### src/rtl/uart_tx.sv
// Serial framer: start bit, LSB-first payload, optional even parity, stop bit.
// Parity bit and PARITY state exist only when UART_TX_PARITY_EN is defined.
module uart_tx #(
    parameter int   DATA_BITS    = 8,
    parameter int   CLKS_PER_BIT = 1,
    parameter logic IDLE_LEVEL   = 1'b0
) (
    input  logic                 clk,
    input  logic                 reset,
    input  logic [DATA_BITS-1:0] data_in,
    input  logic                 data_valid,
    output logic                 data_ready,
    output logic                 signal,
    output logic                 busy
);

    localparam int CW = (CLKS_PER_BIT > 1) ? $clog2(CLKS_PER_BIT) : 1;
    localparam int IW = (DATA_BITS > 1) ? $clog2(DATA_BITS) : 1;
    localparam logic [CW-1:0] BAUD_LAST = CW'(CLKS_PER_BIT - 1);
    localparam logic [IW-1:0] BIT_LAST  = IW'(DATA_BITS - 1);

`ifdef UART_TX_PARITY_EN
    typedef enum logic [2:0] {IDLE, START, DATA, PARITY, STOP} state_t;
`else
    typedef enum logic [1:0] {IDLE, START, DATA, STOP} state_t;
`endif

    state_t               state, state_n;
    logic [CW-1:0]        baud, baud_n;
    logic [IW-1:0]        bit_idx, bit_n;
    logic [DATA_BITS-1:0] shreg, shreg_n;
    logic                 signal_n, ready_n, busy_n;
    logic                 baud_done;
`ifdef UART_TX_PARITY_EN
    logic                 parity, parity_n;
`endif

    assign baud_done = (baud == BAUD_LAST);

    always_ff @(posedge clk or posedge reset) begin
        if (reset) begin
            state      <= IDLE;
            baud       <= '0;
            bit_idx    <= '0;
            shreg      <= '0;
            signal     <= IDLE_LEVEL;
            data_ready <= 1'b0;
            busy       <= 1'b0;
`ifdef UART_TX_PARITY_EN
            parity     <= 1'b0;
`endif
        end else begin
            state      <= state_n;
            baud       <= baud_n;
            bit_idx    <= bit_n;
            shreg      <= shreg_n;
            signal     <= signal_n;
            data_ready <= ready_n;
            busy       <= busy_n;
`ifdef UART_TX_PARITY_EN
            parity     <= parity_n;
`endif
        end
    end

    always_comb begin
        state_n  = state;
        baud_n   = baud;
        bit_n    = bit_idx;
        shreg_n  = shreg;
        signal_n = signal;
        ready_n  = data_ready;
        busy_n   = busy;
`ifdef UART_TX_PARITY_EN
        parity_n = parity;
`endif
        // Baud counter free-runs while a frame is on the line.
        if (state != IDLE)
            baud_n = baud_done ? '0 : baud + 1'b1;

        case (state)
            IDLE: begin
                ready_n  = 1'b1;
                busy_n   = 1'b0;
                signal_n = IDLE_LEVEL;
                baud_n   = '0;
                bit_n    = '0;
                if (data_valid && data_ready) begin
                    shreg_n  = data_in;
`ifdef UART_TX_PARITY_EN
                    parity_n = ^data_in;
`endif
                    state_n  = START;
                    signal_n = ~IDLE_LEVEL;
                    ready_n  = 1'b0;
                    busy_n   = 1'b1;
                end
            end
            START: begin
                if (baud_done) begin
                    state_n  = DATA;
                    signal_n = shreg[0];
                end
            end
            DATA: begin
                if (baud_done) begin
                    if (bit_idx == BIT_LAST) begin
`ifdef UART_TX_PARITY_EN
                        state_n  = PARITY;
                        signal_n = parity;
`else
                        state_n  = STOP;
                        signal_n = IDLE_LEVEL;
`endif
                    end else begin
                        // Shift so the next bit to send is always at bit 0.
                        bit_n    = bit_idx + 1'b1;
                        shreg_n  = shreg >> 1;
                        signal_n = shreg_n[0];
                    end
                end
            end
`ifdef UART_TX_PARITY_EN
            PARITY: begin
                if (baud_done) begin
                    state_n  = STOP;
                    signal_n = IDLE_LEVEL;
                end
            end
`endif
            STOP: begin
                if (baud_done) begin
                    state_n = IDLE;
                    ready_n = 1'b1;
                    busy_n  = 1'b0;
                end
            end
            default: state_n = IDLE;
        endcase
    end

endmodule
### config.mk
export PLATFORM = sky130hd
export DESIGN_NAME = uart_tx
export DESIGN_NICKNAME = d
export VERILOG_FILES = /design/src/rtl/uart_tx.sv
export SDC_FILE = /design/constraint.sdc
export NUM_CORES = 1
export LEC_CHECK = 0
export ABC_AREA = 1
export CAP_MARGIN = 0
export CORE_MARGIN = 1
export CORE_UTILIZATION = 51
export DETAILED_ROUTE_END_ITERATION = 8
export PLACE_DENSITY = 0.77
export SYNTH_ARGS = -nofsm -noshare
export SYNTH_HDL_FRONTEND = slang
export SYNTH_SLANG_ARGS = --single-unit
### constraint.sdc
create_clock -name clk -period 1.8 [get_ports clk]
set_clock_uncertainty 0.1 [all_clocks]
set_input_delay 0.45 -clock clk [delete_from_list [all_inputs] [get_ports clk]]
set_output_delay 0.45 -clock clk [all_outputs]
set_load 0.05 [all_outputs]
==> flow_metrics.py, run 1 <==
metrics = {
    "die": {
        "ios": 14,
        "start_util_pct": 55.6,
        "die_x_um": 43.0,
        "row_count": 14,
        "fp.dieH_um": 43.0,
        "coreArea_um2": 1540,
        "design.die.area_um2": 1850,
    },
    "cells_and_area": {
        "fillers": 125,
        "fin_nets": 147,
        "antennaDiodeCount": 0,
        "multi_input_area_um2": 425,
        "fin_area_um2": 1080,
        "synthToLayoutAreaGrowth_pct": 26.6,
        "layout-drive-gt1-share_pct": 11.8,
        "regArea_um2": 400,
        "final_util_pct": 70.4,
    },
    "setup_path": {
        "cp-start-kind": "register",
        "arrival_ns": 1.75,
        "crit_end": "shreg[6]",
        "critical-path-max-stage-delay_ns": 0.42,
        "required_ns": 1.88,
        "reg2reg_slack_ns": 0.13,
        "slowest_stage": "dfrtp_1",
        "critPathKind": "reg -> reg",
        "crit_start": "state[0]",
        "r2r-start": "state[0]",
        "crit-reg2reg-capture": "shreg[6]",
        "crit_chain": "inv_1 -> ha_1 -> inv_2 -> nand2_2 -> nand2_4 -> nand2_4 -> nand2_1 -> nand2_1",
        "end_kind": "register",
        "r2r_cells": 8,
        "crit_fanout": 9,
    },
    "clock_tree": {
        "clockRootBuffer": "clkbuf_4",
        "hold_buffers": 0,
        "cts_tree": "yes",
        "clk_latency_ns": 0.29,
        "clk_path_buf_depth": 2,
        "cts_htree_levels": 1,
        "cts.repair.resized": 0,
        "tritoncts.num_buffers": 3,
        "cts.sinks": 16,
        "clk_pin_slew_ns": 0.09,
        "postCtsSetupRepairBufs": 0,
    },
    "synthesis": {
        "synth_top_area_share_pct": 46.7,
        "syn-num-nets": 126,
        "yosys-top-cells-count": "nand2_1, dfrtp_1, nand3_1",
        "synth_seq_cells": 16,
        "synthMuxAreaShare_pct": 0,
        "synthTopCellsByArea": "dfrtp_1, nand2_1, ha_1, nand3_1, inv_1",
        "syn-mean-instance-area_um2": 7.94,
        "syn_area_um2": 857,
        "yosysMostFrequentCell": "nand2_1",
        "synthAdderAreaFrac_pct": 10.2,
        "yosysWarnings": 0,
        "synth-edff-count": 0,
        "synthXorXnorAreaFrac_pct": 0,
        "synth_flop_cell": "dfrtp_1",
        "yosys.area_share.simple_pct": 35.0,
        "synth_cell_type_count": 13,
        "synthArstFlopShare_pct": 100,
        "synthCells": 108,
        "synth_compound_area_share_pct": 4.38,
        "yosysTopAreaCell": "dfrtp_1",
        "synth_seq_area_share_pct": 46.7,
        "synth_top_family_by_area": "simple AND/OR/NAND/NOR gates",
    },
    "placed_design": {
        "hpwl_um": 1260,
        "place_ws_ns": 0.0761,
        "portBuffers": 13,
        "gp_congestion": 0.799,
        "placed_cell_area_um2": 1060,
    },
    "detailed_routing": {
        "wire_per_inst_um": 11.9,
        "totalWireLength_um": 1700,
        "drc_errors": 0,
        "firstDrtPassIters": 4,
        "drt_iter0_drc": 11,
        "ant_nets": 0,
        "via_per_inst": 5.17,
        "via_count": 739,
    },
    "grt": {
        "grt_pass1_vias": 695,
        "grt_overflow": 0,
        "grt_antenna_before_repair": 0,
        "grt_max_degree": 17,
        "grt_pass1_wl_um": 2900,
        "grt_use_total_pct": 21.7,
    },
    "sta": {
        "fin_ws_ns": 0.133,
        "finalMaxSlewViolations": 0,
        "fmaxAchievable_mhz": 600,
        "min_period_over_period_pct": 92.6,
        "worst_pin_slew_ns": 0.260,
        "holdWs_ns": 0.350,
        "finalHoldViolCount": 0,
        "setup_tns_ns": 0,
        "setup_viol": 0,
        "slew_headroom_pct": 82.7,
        "period_minus_slack_ns": 1.67,
        "grt_setup_unrepaired": "no",
    },
    "pwr": {
        "p_per_area_nw_per_um2": 1880,
        "vdd_drop_max_v": 0.00101,
        "p_leak_nw": 0.595,
    },
    "job": {
        "cap_viol_max_count": 0,
    },
    "run_status": {
        "status": "completed",
    },
    "worst_hold_path": {
        "hold_class": "in -> async",
    },
}
power by group:
group | total [mW] | switching [mW] | internal (mW)
clock | 0.189 | 0.111 | 0.0780
combinational | 1.19 | 0.725 | 0.465
sequential | 0.666 | 0.129 | 0.537
cells by family after synthesis:
| kind of cell | count (synthesis) |
|---|---|
| compound gates | 7 |
| simple gates | 70 |
| buf+inv | 8 |
| fa+ha+maj | 7 |
| flops | 16 |
metal layers:
metal	vias up	global-route usage (%)	part of all wire, %
li1	382	-	-
met5	-	0	0
met3	5	5.53	4.0
met1	335	26.9	46
met4	0	13.9	2.8
met2	17	33.3	47
critical path, delay by kind of cell (launching register included):
| kind | cells | cell delay, ns |
|---|---|---|
| adder cells (fa/ha/maj) | 1 | 0.30 |
| buffers and inverters | 2 | 0.27 |
| flip-flops | 1 | 0.42 |
| AND/OR/NAND/NOR | 5 | 0.47 |
worst min-delay path by stage:
stage | startpoint | to | slack, ns | depth (start not counted)
final | reset | bit_idx[0] | 0.35 | 3
after global routing | reset | bit_idx[2] | 0.40 | 3
after CTS | reset | bit_idx[2] | 0.36 | 3
after detailed placement | shreg[5] | shreg[5] | 0.36 | 2
after global placement | shreg[6] | shreg[6] | 0.36 | 2
after floorplan | reset | bit_idx[0] | 0.26 | 1
metrics by stage:
step | power, mW | cells
2_1_floorplan | 1.46 | 108
3_3_place_gp | 1.82 | 140
3_5_place_dp | 1.86 | 140
4_1_cts | 2.05 | 143
5_1_grt | 2.22 | 143
6_report | 2.04 | 143
flip-flops by register name (all words and copies together) (netlist names):
register / flops
state: 2
shreg: 8
busy: 1
signal: 1
bit_idx: 3
data_ready: 1
placed cells by master (no fill, tap or decap):
cell,Yosys,final
dfrtp_1,16,16
clkbuf_4,0,3
nor2_1,2,2
clkdlybuf4s50_1,0,10
inv_2,1,1
nand2_2,2,2
nand2_4,2,2
inv_1,6,6
a21oi_1,3,3
ha_1,7,7
o21ai_0,3,3
buf_12,0,3
nand2_1,50,50
buf_4,0,4
nand3_1,14,14
o31ai_1,1,1
layout make-up:
| class | count | share of cell area [%] |
|---|---|---|
| well taps | 16 | 1.85 |
| flip-flops and latches | 16 | 36.9 |
| repair buffers | 17 | 17.5 |
| multi-input cells | 84 | 39.2 |
| clock buffers | 3 | 2.08 |
| inverters | 7 | 2.42 |
(Power assumes the default switching activity.)
==> inputs of run 2 (changes only) <==
--- a/config.mk
+++ b/config.mk
@@ -8,9 +8,9 @@
 export ABC_AREA = 1
 export CAP_MARGIN = 0
 export CORE_MARGIN = 1
-export CORE_UTILIZATION = 51
+export CORE_UTILIZATION = 40
+export CTS_BUF_LIST = sky130_fd_sc_hd__clkbuf_2
 export DETAILED_ROUTE_END_ITERATION = 8
-export PLACE_DENSITY = 0.77
 export SYNTH_ARGS = -nofsm -noshare
 export SYNTH_HDL_FRONTEND = slang
 export SYNTH_SLANG_ARGS = --single-unit
==> run 2 against run 1 <==
Net effect: cell count is 7.7% higher; critical endpoint is now shreg[1]; maximum frequency grew 1.1%; sequential power shrank 1%.
==> flow_metrics.py, run 2 (same netlist as run 1, synthesis figures left out) <==
metrics = {
    "run_status": {
        "status": "completed",
    },
    "clock_tree": {
        "clk_path_buf_depth": 2,
        "tritoncts.num_buffers": 3,
        "cts.sinks": 16,
        "clk_pin_slew_ns": 0.15,
        "cts.repair.resized": 0,
        "clockRootBuffer": "clkbuf_2",
        "cts_htree_levels": 1,
        "postCtsSetupRepairBufs": 0,
        "hold_buffers": 0,
        "cts_tree": "yes",
        "clk_latency_ns": 0.29,
    },
    "setup_path": {
        "crit-reg2reg-capture": "shreg[1]",
        "end_kind": "register",
        "critPathKind": "reg -> reg",
        "arrival_ns": 1.75,
        "r2r-start": "bit_idx[0]",
        "reg2reg_slack_ns": 0.15,
        "r2r_cells": 8,
        "required_ns": 1.90,
        "crit_start": "bit_idx[0]",
        "crit_end": "shreg[1]",
        "cp-start-kind": "register",
        "crit_fanout": 9,
    },
    "detailed_routing": {
        "firstDrtPassIters": 5,
        "ant_nets": 0,
        "via_per_inst": 4.71,
        "wire_per_inst_um": 10.4,
        "via_count": 725,
        "totalWireLength_um": 1600,
        "drt_iter0_drc": 16,
        "drc_errors": 0,
    },
    "sta": {
        "period_minus_slack_ns": 1.65,
        "finalMaxSlewViolations": 0,
        "slew_headroom_pct": 83.2,
        "setup_tns_ns": 0,
        "grt_setup_unrepaired": "no",
        "holdWs_ns": 0.346,
        "fmaxAchievable_mhz": 606,
        "setup_viol": 0,
        "min_period_over_period_pct": 91.6,
        "worst_pin_slew_ns": 0.250,
        "finalHoldViolCount": 0,
    },
    "die": {
        "row_count": 16,
        "start_util_pct": 43.2,
        "ios": 14,
        "die_x_um": 48.3,
        "design.die.area_um2": 2330,
        "coreArea_um2": 1980,
        "fp.dieH_um": 48.3,
    },
    "grt": {
        "grt_pass1_vias": 560,
        "grt_antenna_before_repair": 0,
        "grt_max_degree": 17,
        "grt_pass1_wl_um": 2500,
        "grt_overflow": 0,
        "grt_use_total_pct": 16.3,
    },
    "cells_and_area": {
        "final_common_cell": "nand2_1",
        "fillers": 183,
        "antennaDiodeCount": 0,
        "layout-drive-gt1-share_pct": 11.0,
        "mostFrequentLayoutCells": "nand2_1, dfrtp_1, nand3_1",
        "top_register": "shreg",
        "synthToLayoutAreaGrowth_pct": 26.9,
        "fin_nets": 146,
        "largestRegisters": "shreg: 8 flops, bit_idx: 3 flops, state: 2 flops",
        "largest_reg_flops": 8,
        "regArea_um2": 400,
        "multi_input_area_um2": 425,
    },
    "pwr": {
        "vdd_drop_max_v": 0.000981,
        "p_leak_nw": 0.591,
        "p_per_area_nw_per_um2": 1820,
    },
    "worst_hold_path": {
        "hold_class": "in -> async",
    },
    "job": {
        "cap_viol_max_count": 0,
    },
    "placed_design": {
        "gp_congestion": 0.722,
        "portBuffers": 13,
        "hpwl_um": 1220,
    },
}
[run 2: final cells by class]
type | instances | share of cell area [%]
inverter | 7 | 2.42
sequential | 16 | 36.8
tap | 27 | 3.11
multi-input combinational | 84 | 39.1
timing repair buffer | 16 | 16.8
clock buffer | 3 | 1.38
clock inverter | 1 | 0.345
[run 2: metrics by stage]
step / area, um^2 / util [%] / power [mW] / cells / setup WS [ns]
floorplan: 857 / - / 1.46 / 108 / 0.314
global placement: 1070 / 53.9 / 1.82 / 150 / 0.139
detailed placement: 1070 / 53.9 / 1.84 / 150 / 0.0718
CTS: 1090 / 54.9 / 2.00 / 154 / 0.141
global route: 1090 / 54.9 / 2.18 / 154 / 0.00606
finish: 1090 / 54.9 / 1.98 / 154 / 0.151
[run 2: where the power goes]
part,switching (mW),leakage (nW),total (mW),internal (mW)
clock network,0.112,0.0140,0.160,0.0483
logic,0.708,0.376,1.16,0.450
registers,0.123,0.201,0.659,0.535
total,0.943,0.591,1.98,1.03
[run 2: worst max-delay path, stage by stage, from the launching register on]
cell and delay, ns:
dfrtp_1 0.42, ha_1 0.20, ha_1 0.17, inv_1 0.10
nand2_1 0.18, nand2_4 0.18, nand2_4 0.09, nand2_1 0.07
nand2_1 0.04
[run 2: worst min path at each step]
stage,end,slack [ns],cells past startpoint
finish,signal,0.35,3
CTS,data_ready,0.34,3
detailed placement,shreg[7],0.36,2
floorplan,bit_idx[0],0.26,1
global route,data_ready,0.37,3
global placement,shreg[3],0.36,2
[run 2: layer usage]
layer | global-route usage, % | vias up | share of wire [%] | wire length (um)
li1 | - | 383 | - | -
met1 | 23.1 | 331 | 52 | 829
met2 | 23.2 | 9 | 44 | 696
met3 | 5.56 | 2 | 3.4 | 55
met4 | 5.00 | 0 | 0.82 | 13
met5 | 0 | - | 0 | 0
==> patch 1: new RTL, config.mk and constraints of run 1 <==
Change the parameter `DATA_BITS` from 8 to 16.
--- a/src/rtl/uart_tx.sv
+++ b/src/rtl/uart_tx.sv
@@ -1,7 +1,7 @@
 // Serial framer: start bit, LSB-first payload, optional even parity, stop bit.
 // Parity bit and PARITY state exist only when UART_TX_PARITY_EN is defined.
 module uart_tx #(
-    parameter int   DATA_BITS    = 8,
+    parameter int   DATA_BITS    = 16,
     parameter int   CLKS_PER_BIT = 1,
     parameter logic IDLE_LEVEL   = 1'b0
 ) (
Interface: changed (resized data_in); port bits go from 14 to 22. The function was not compared with the original's and may differ.
==> patch 1 against run 1 <==
  * Total power grew 47%
  * Critical path type unchanged
  * Sequential cell count up 9
  * Hold slack better by 0.040 ns
  * Routed wire length rose by 54%
  * Clock power increased by 33%
  * Utilization fell by 3.0 points
  * Cell area increased by 55%
  * Synthesized area up 59%
  * Setup slack improved by 0.040 ns
  * Largest power group unchanged
==> patch 1: results (changes against run 1) <==
[run_status]
outcome=completed  ; unchanged

[timing]
hold_ws_ns=0.390  ; was 0.350 ns
slew_headroom_pct=78.7  ; was 82.7%
fin_crit_sh_pct=90.4  ; was 92.6%

[grt]
use_met2_pct=35.4  ; was 33.3%
grt_pass1_vias=1041  ; was 695
grt_max_degree=26  ; was 17
gr-usage-met1_pct=26.7  ; was 26.9%
grt_pass1_wl_mm=4.31  ; was 2.90 mm
grtUsageTotal_pct=21.5  ; was 21.7%
met3_usage_pct=4.24  ; was 5.53%

[drt]
drt-total-wl_mm=2.62  ; was 1.70 mm
vias_per_cell=5.06  ; was 5.17
num_vias=1175  ; was 739
first_iter_violations=30  ; was 11
wl_met3_um=112  ; was 68 µm
dr_wl_met2_mm=1.22  ; was 803 µm

[worst_setup_path]
critPathTopFamily=buffers and inverters  ; was simple AND/OR/NAND/NOR gates
worstSetupEndpoint=shreg[10]  ; was shreg[6]
cp_max_fo=10  ; was 9
ff2ff_setup_slack_ns=0.17  ; was 0.13 ns
cp_data_arrival_time_ns=1.80  ; was 1.75 ns
slowest_stage=dfrtp_1  ; unchanged
reg2reg_depth=8  ; unchanged
timing.rr.end=shreg[10]  ; was shreg[6]

[final_layout]
multiInputGateArea_um2=668  ; was 425 µm²
drive_gt1_share_pct=12.4  ; was 11.8%
n_fill_cell=217  ; was 125
top_regs=shreg x16, bit_idx x4, state x2  ; was shreg x8, bit_idx x3, state x2

[clock_tree]
postCtsSetupBuffers=0  ; unchanged
clk_pin_slew_ns=0.14  ; was 0.09 ns

[synthesis]
synth_fa_ha_area_share_pct=5.52  ; was 10.2%
syn_nets=200  ; was 126
synth_seq_area_share_pct=46.0  ; was 46.7%
avgSynthCellArea_um2=7.76  ; was 7.94 µm²
synthTopCellsByArea=dfrtp_1 (46%), nand2_1 (26%), nand3_1 (7.0%), ha_1 (5.5%), nand2_4 (2.5%)  ; was dfrtp_1 (47%), nand2_1 (22%), ha_1 (10%), nand3_1 (8.2%), inv_1 (2.6%)
synth_compound_area_share_pct=4.70  ; was 4.38%
yosys-top-cells-count=nand2_1 (93), dfrtp_1 (25), nand3_1 (19)  ; was nand2_1 (50), dfrtp_1 (16), nand3_1 (14)
ys_types=19  ; was 13

[floorplanning]
row_count=18  ; was 14

[placement]
place_area_um2=1650  ; was 1060 µm²
dpl.hpwl_mm=1.95  ; was 1.26 mm
io_buffers=21  ; was 13
gp_congestion=0.822  ; was 0.799
dp.cells=228  ; was 140
dp_slack_ns=0.0895  ; was 0.0761 ns

[pwr]
p_leak_nw=0.897  ; was 0.595 nW
irDropWorstVdd_mv=1.16  ; was 1.01 mV

patch 1: final cells by class:
type                    count  area share [%]
clock buffers               3            1.34
inverters                   6            1.49
multi-input cells         138            39.7
flip-flops and latches     25            37.1
clock inverters             1           0.297
well taps                  30            2.23
repair buffers             29            17.8
patch 1: worst reg2reg max path, cell delays in order (launching register included):
cell and delay (ns):
dfrtp_1 0.44, inv_1 0.11, ha_2 0.25, buf_4 0.16, nand2_4 0.07, nand2_4 0.13
buf_4 0.17, nand3_1 0.08, nand2_1 0.08
patch 1: logic make-up after synthesis:
kind of cell	Yosys count
AND/OR/NAND/NOR	121
flip-flops	25
adder cells (fa/ha/maj)	6
buffers and inverters	12
AO/OA/AOI/OAI	11
patch 1: repair_timing:
item | 4_1_cts | 5_1_grt
gates resized for setup | 0 | 2
endpoints found under the hold margin | 0 | 0
endpoints found under the setup margin | 0 | 16
patch 1: report_power, final:
group,switching (mW),internal [mW]
Sequential,0.192,0.825
Combinational,1.03,0.697
Clock,0.168,0.0833
==> patch 2: new RTL, flow settings as in run 1 <==
Without the edit above. Take the reset off `shreg` and load it in a clocked block of its own.
--- a/src/rtl/uart_tx.sv
+++ b/src/rtl/uart_tx.sv
@@ -42,7 +42,6 @@
             state      <= IDLE;
             baud       <= '0;
             bit_idx    <= '0;
-            shreg      <= '0;
             signal     <= IDLE_LEVEL;
             data_ready <= 1'b0;
             busy       <= 1'b0;
@@ -53,7 +52,6 @@
             state      <= state_n;
             baud       <= baud_n;
             bit_idx    <= bit_n;
-            shreg      <= shreg_n;
             signal     <= signal_n;
             data_ready <= ready_n;
             busy       <= busy_n;
@@ -61,6 +59,10 @@
             parity     <= parity_n;
 `endif
         end
+    end
+
+    always_ff @(posedge clk) begin
+        shreg <= shreg_n;
     end
 
     always_comb begin
Behaviour: no difference found for any inputs over 10 cycles, from zero or initial values and one cycle with reset high; that may be too few to reach the edited logic, so the function may still have changed.
==> patch 2 against run 1 <==
  * Total power decreased by 6.8%
  * Critical path depth decreased by 1
  * Sequential cell count unchanged
  * Final cell count decreased by 14%
  * Synthesized cell count decreased by 20%
  * Setup slack got worse by 0.059 ns
  * Routed wire length decreased by 9.1%
  * Sequential power increased by 11%
  * Synthesized area decreased by 8.6%
  * Cell area decreased by 4.5%
  * Sequential share of layout area increased by 5.7 points
  * Utilization increased by 5.5 points
  * Critical path type unchanged
  * Largest power group unchanged
==> patch 2: results (changes against run 1) <==
[final_layout]
drive_gt1_share_pct=13.9  ; was 11.8%
n_fill_cell=90  ; was 125
top_regs=shreg x8, bit_idx x3, state x2  ; unchanged
layout.nets=127  ; was 147
regMostFlops=shreg  ; unchanged
antenna_cells=0  ; unchanged

[synthesis]
synth_seq_area_share_pct=56.2  ; was 46.7%
yosysWarnings=0  ; unchanged
ys.flop_type=edfxtp_1  ; was dfrtp_1
ys_types=12  ; was 13
synth_edf_count=8  ; was 0
synthTopCellsByArea=edfxtp_1 (31%), dfrtp_1 (26%), nand2_1 (17%), ha_1 (11%), inv_1 (4.8%)  ; was dfrtp_1 (47%), nand2_1 (22%), ha_1 (10%), nand3_1 (8.2%), inv_1 (2.6%)
async_flop_share_pct=50.0  ; was 100%
yosys-top-cells-count=nand2_1 (35), inv_1 (10), dfrtp_1 (8), edfxtp_1 (8)  ; was nand2_1 (50), dfrtp_1 (16), nand3_1 (14)
avgSynthCellArea_um2=9.11  ; was 7.94 µm²
syn_nets=104  ; was 126

[placement]
gp_congestion=0.752  ; was 0.799
dp.cells=117  ; was 140
dpl.hpwl_mm=1.18  ; was 1.26 mm
dp_slack_ns=0.0497  ; was 0.0761 ns
io_buffers=13  ; unchanged

[grt]
antenna_found_initial=0  ; unchanged
grt_pass1_wl_mm=2.24  ; was 2.90 mm
grtUsageTotal_pct=21.5  ; was 21.7%
grt_pass1_vias=546  ; was 695
grt_max_degree=10  ; was 17

[drt]
vias_per_cell=5.08  ; was 5.17
drt-total-wl_mm=1.55  ; was 1.70 mm
first_iter_violations=18  ; was 11
drc=0  ; unchanged
drt_pass1_iterations=4  ; unchanged
num_vias=625  ; was 739

[worst_setup_path]
slowest_delay_ns=0.40  ; was 0.42 ns
slowest_stage=dfrtp_1  ; unchanged
cp_data_arrival_time_ns=1.62  ; was 1.75 ns
cp_max_fo=4  ; was 9
reg2reg_depth=7  ; was 8

[timing]
tightest_slew_ns=0.316  ; was 0.260 ns

[clock_tree]
root_buffer=clkbuf_4  ; unchanged
cts_buffer_depth=2  ; unchanged
clk_pin_slew_ns=0.09  ; about the same
clk_latency_ns=0.28
h-tree-depth=1  ; unchanged
cts_buffers=3  ; unchanged

[worst_hold_path]
min_path_type=input pin to async pin  ; unchanged

[pwr]
irDropWorstVdd_mv=1.09  ; was 1.01 mV
p_leak_nw=0.511  ; was 0.595 nW

[run_status]
outcome=completed  ; unchanged

[patch 2: routing by layer]
| layer | part of all wire, % | GRT usage, % | wire, µm | up-vias |
|---|---|---|---|---|
| met4 | 0.91 | 7.26 | 14 | 0 |
| met2 | 49 | 31.3 | 759 | 7 |
| li1 | - | - | - | 314 |
| met5 | 0 | 0 | 0 | - |
| met3 | 2.1 | 4.89 | 32 | 4 |
| met1 | 48 | 31.8 | 740 | 300 |
[patch 2: worst max-delay path: cells and delay by family (launching register included)]
family | cells | cell delay [ns]
flops | 1 | 0.40
fa+ha+maj | 2 | 0.37
compound gates | 2 | 0.28
buf+inv | 2 | 0.22
simple gates | 1 | 0.08
[patch 2: layout make-up]
cell class / instances / share of cell area, %
Sequential cell: 16 / 42.6
Multi-Input combinational cell: 59 / 29.6
Timing Repair Buffer: 19 / 19.8
Inverter: 10 / 3.62
Clock buffer: 4 / 2.54
Tap cell: 15 / 1.81
[patch 2: path summary, 6_finish.rpt]
check | startpoint | endpoint | slack, ns
worst max-delay path | bit_idx[0] | shreg[1] | 0.07
worst min-delay path | reset | bit_idx[2] | 0.31
worst max register to register | bit_idx[0] | shreg[1] | 0.07
worst min register to register | bit_idx[2] | bit_idx[2] | 0.39
max in group asynchronous | reset | state[1] | 1.02
min in group clk | bit_idx[2] | bit_idx[2] | 0.39
[patch 2: through the flow]
stage	utilization (%)	instance area (µm²)
after CTS	74.5	1020
after detailed placement	72.5	991
final	75.8	1040
after global placement	72.5	991
after floorplan	-	787
after global routing	75.8	1040
[patch 2: logic make-up (layout without fill, tap and decap cells)]
| logic type | after synthesis | count (layout) | share of synthesized area, % |
|---|---|---|---|
| DFF | 16 | 16 | 56.2 |
| buffers and inverters | 11 | 33 | 5.43 |
| and+or+nand+nor | 45 | 45 | 22.0 |
| adders and majority gates | 7 | 7 | 11.2 |
| AOI/OAI and AO/OA | 7 | 7 | 5.11 |
[patch 2: report_power, final]
part / switching (mW) / internal, mW / total [mW]
Clock: 0.102 / 0.0858 / 0.188
Combinational: 0.558 / 0.420 / 0.978
Sequential: 0.109 / 0.630 / 0.739
Total: 0.769 / 1.14 / 1.90
[patch 2: timing repair]
item / 4_1_cts / 5_1_grt
buffers inserted: 0 / 2
resized for setup: 0 / 2
setup endpoints to repair: 0 / 8
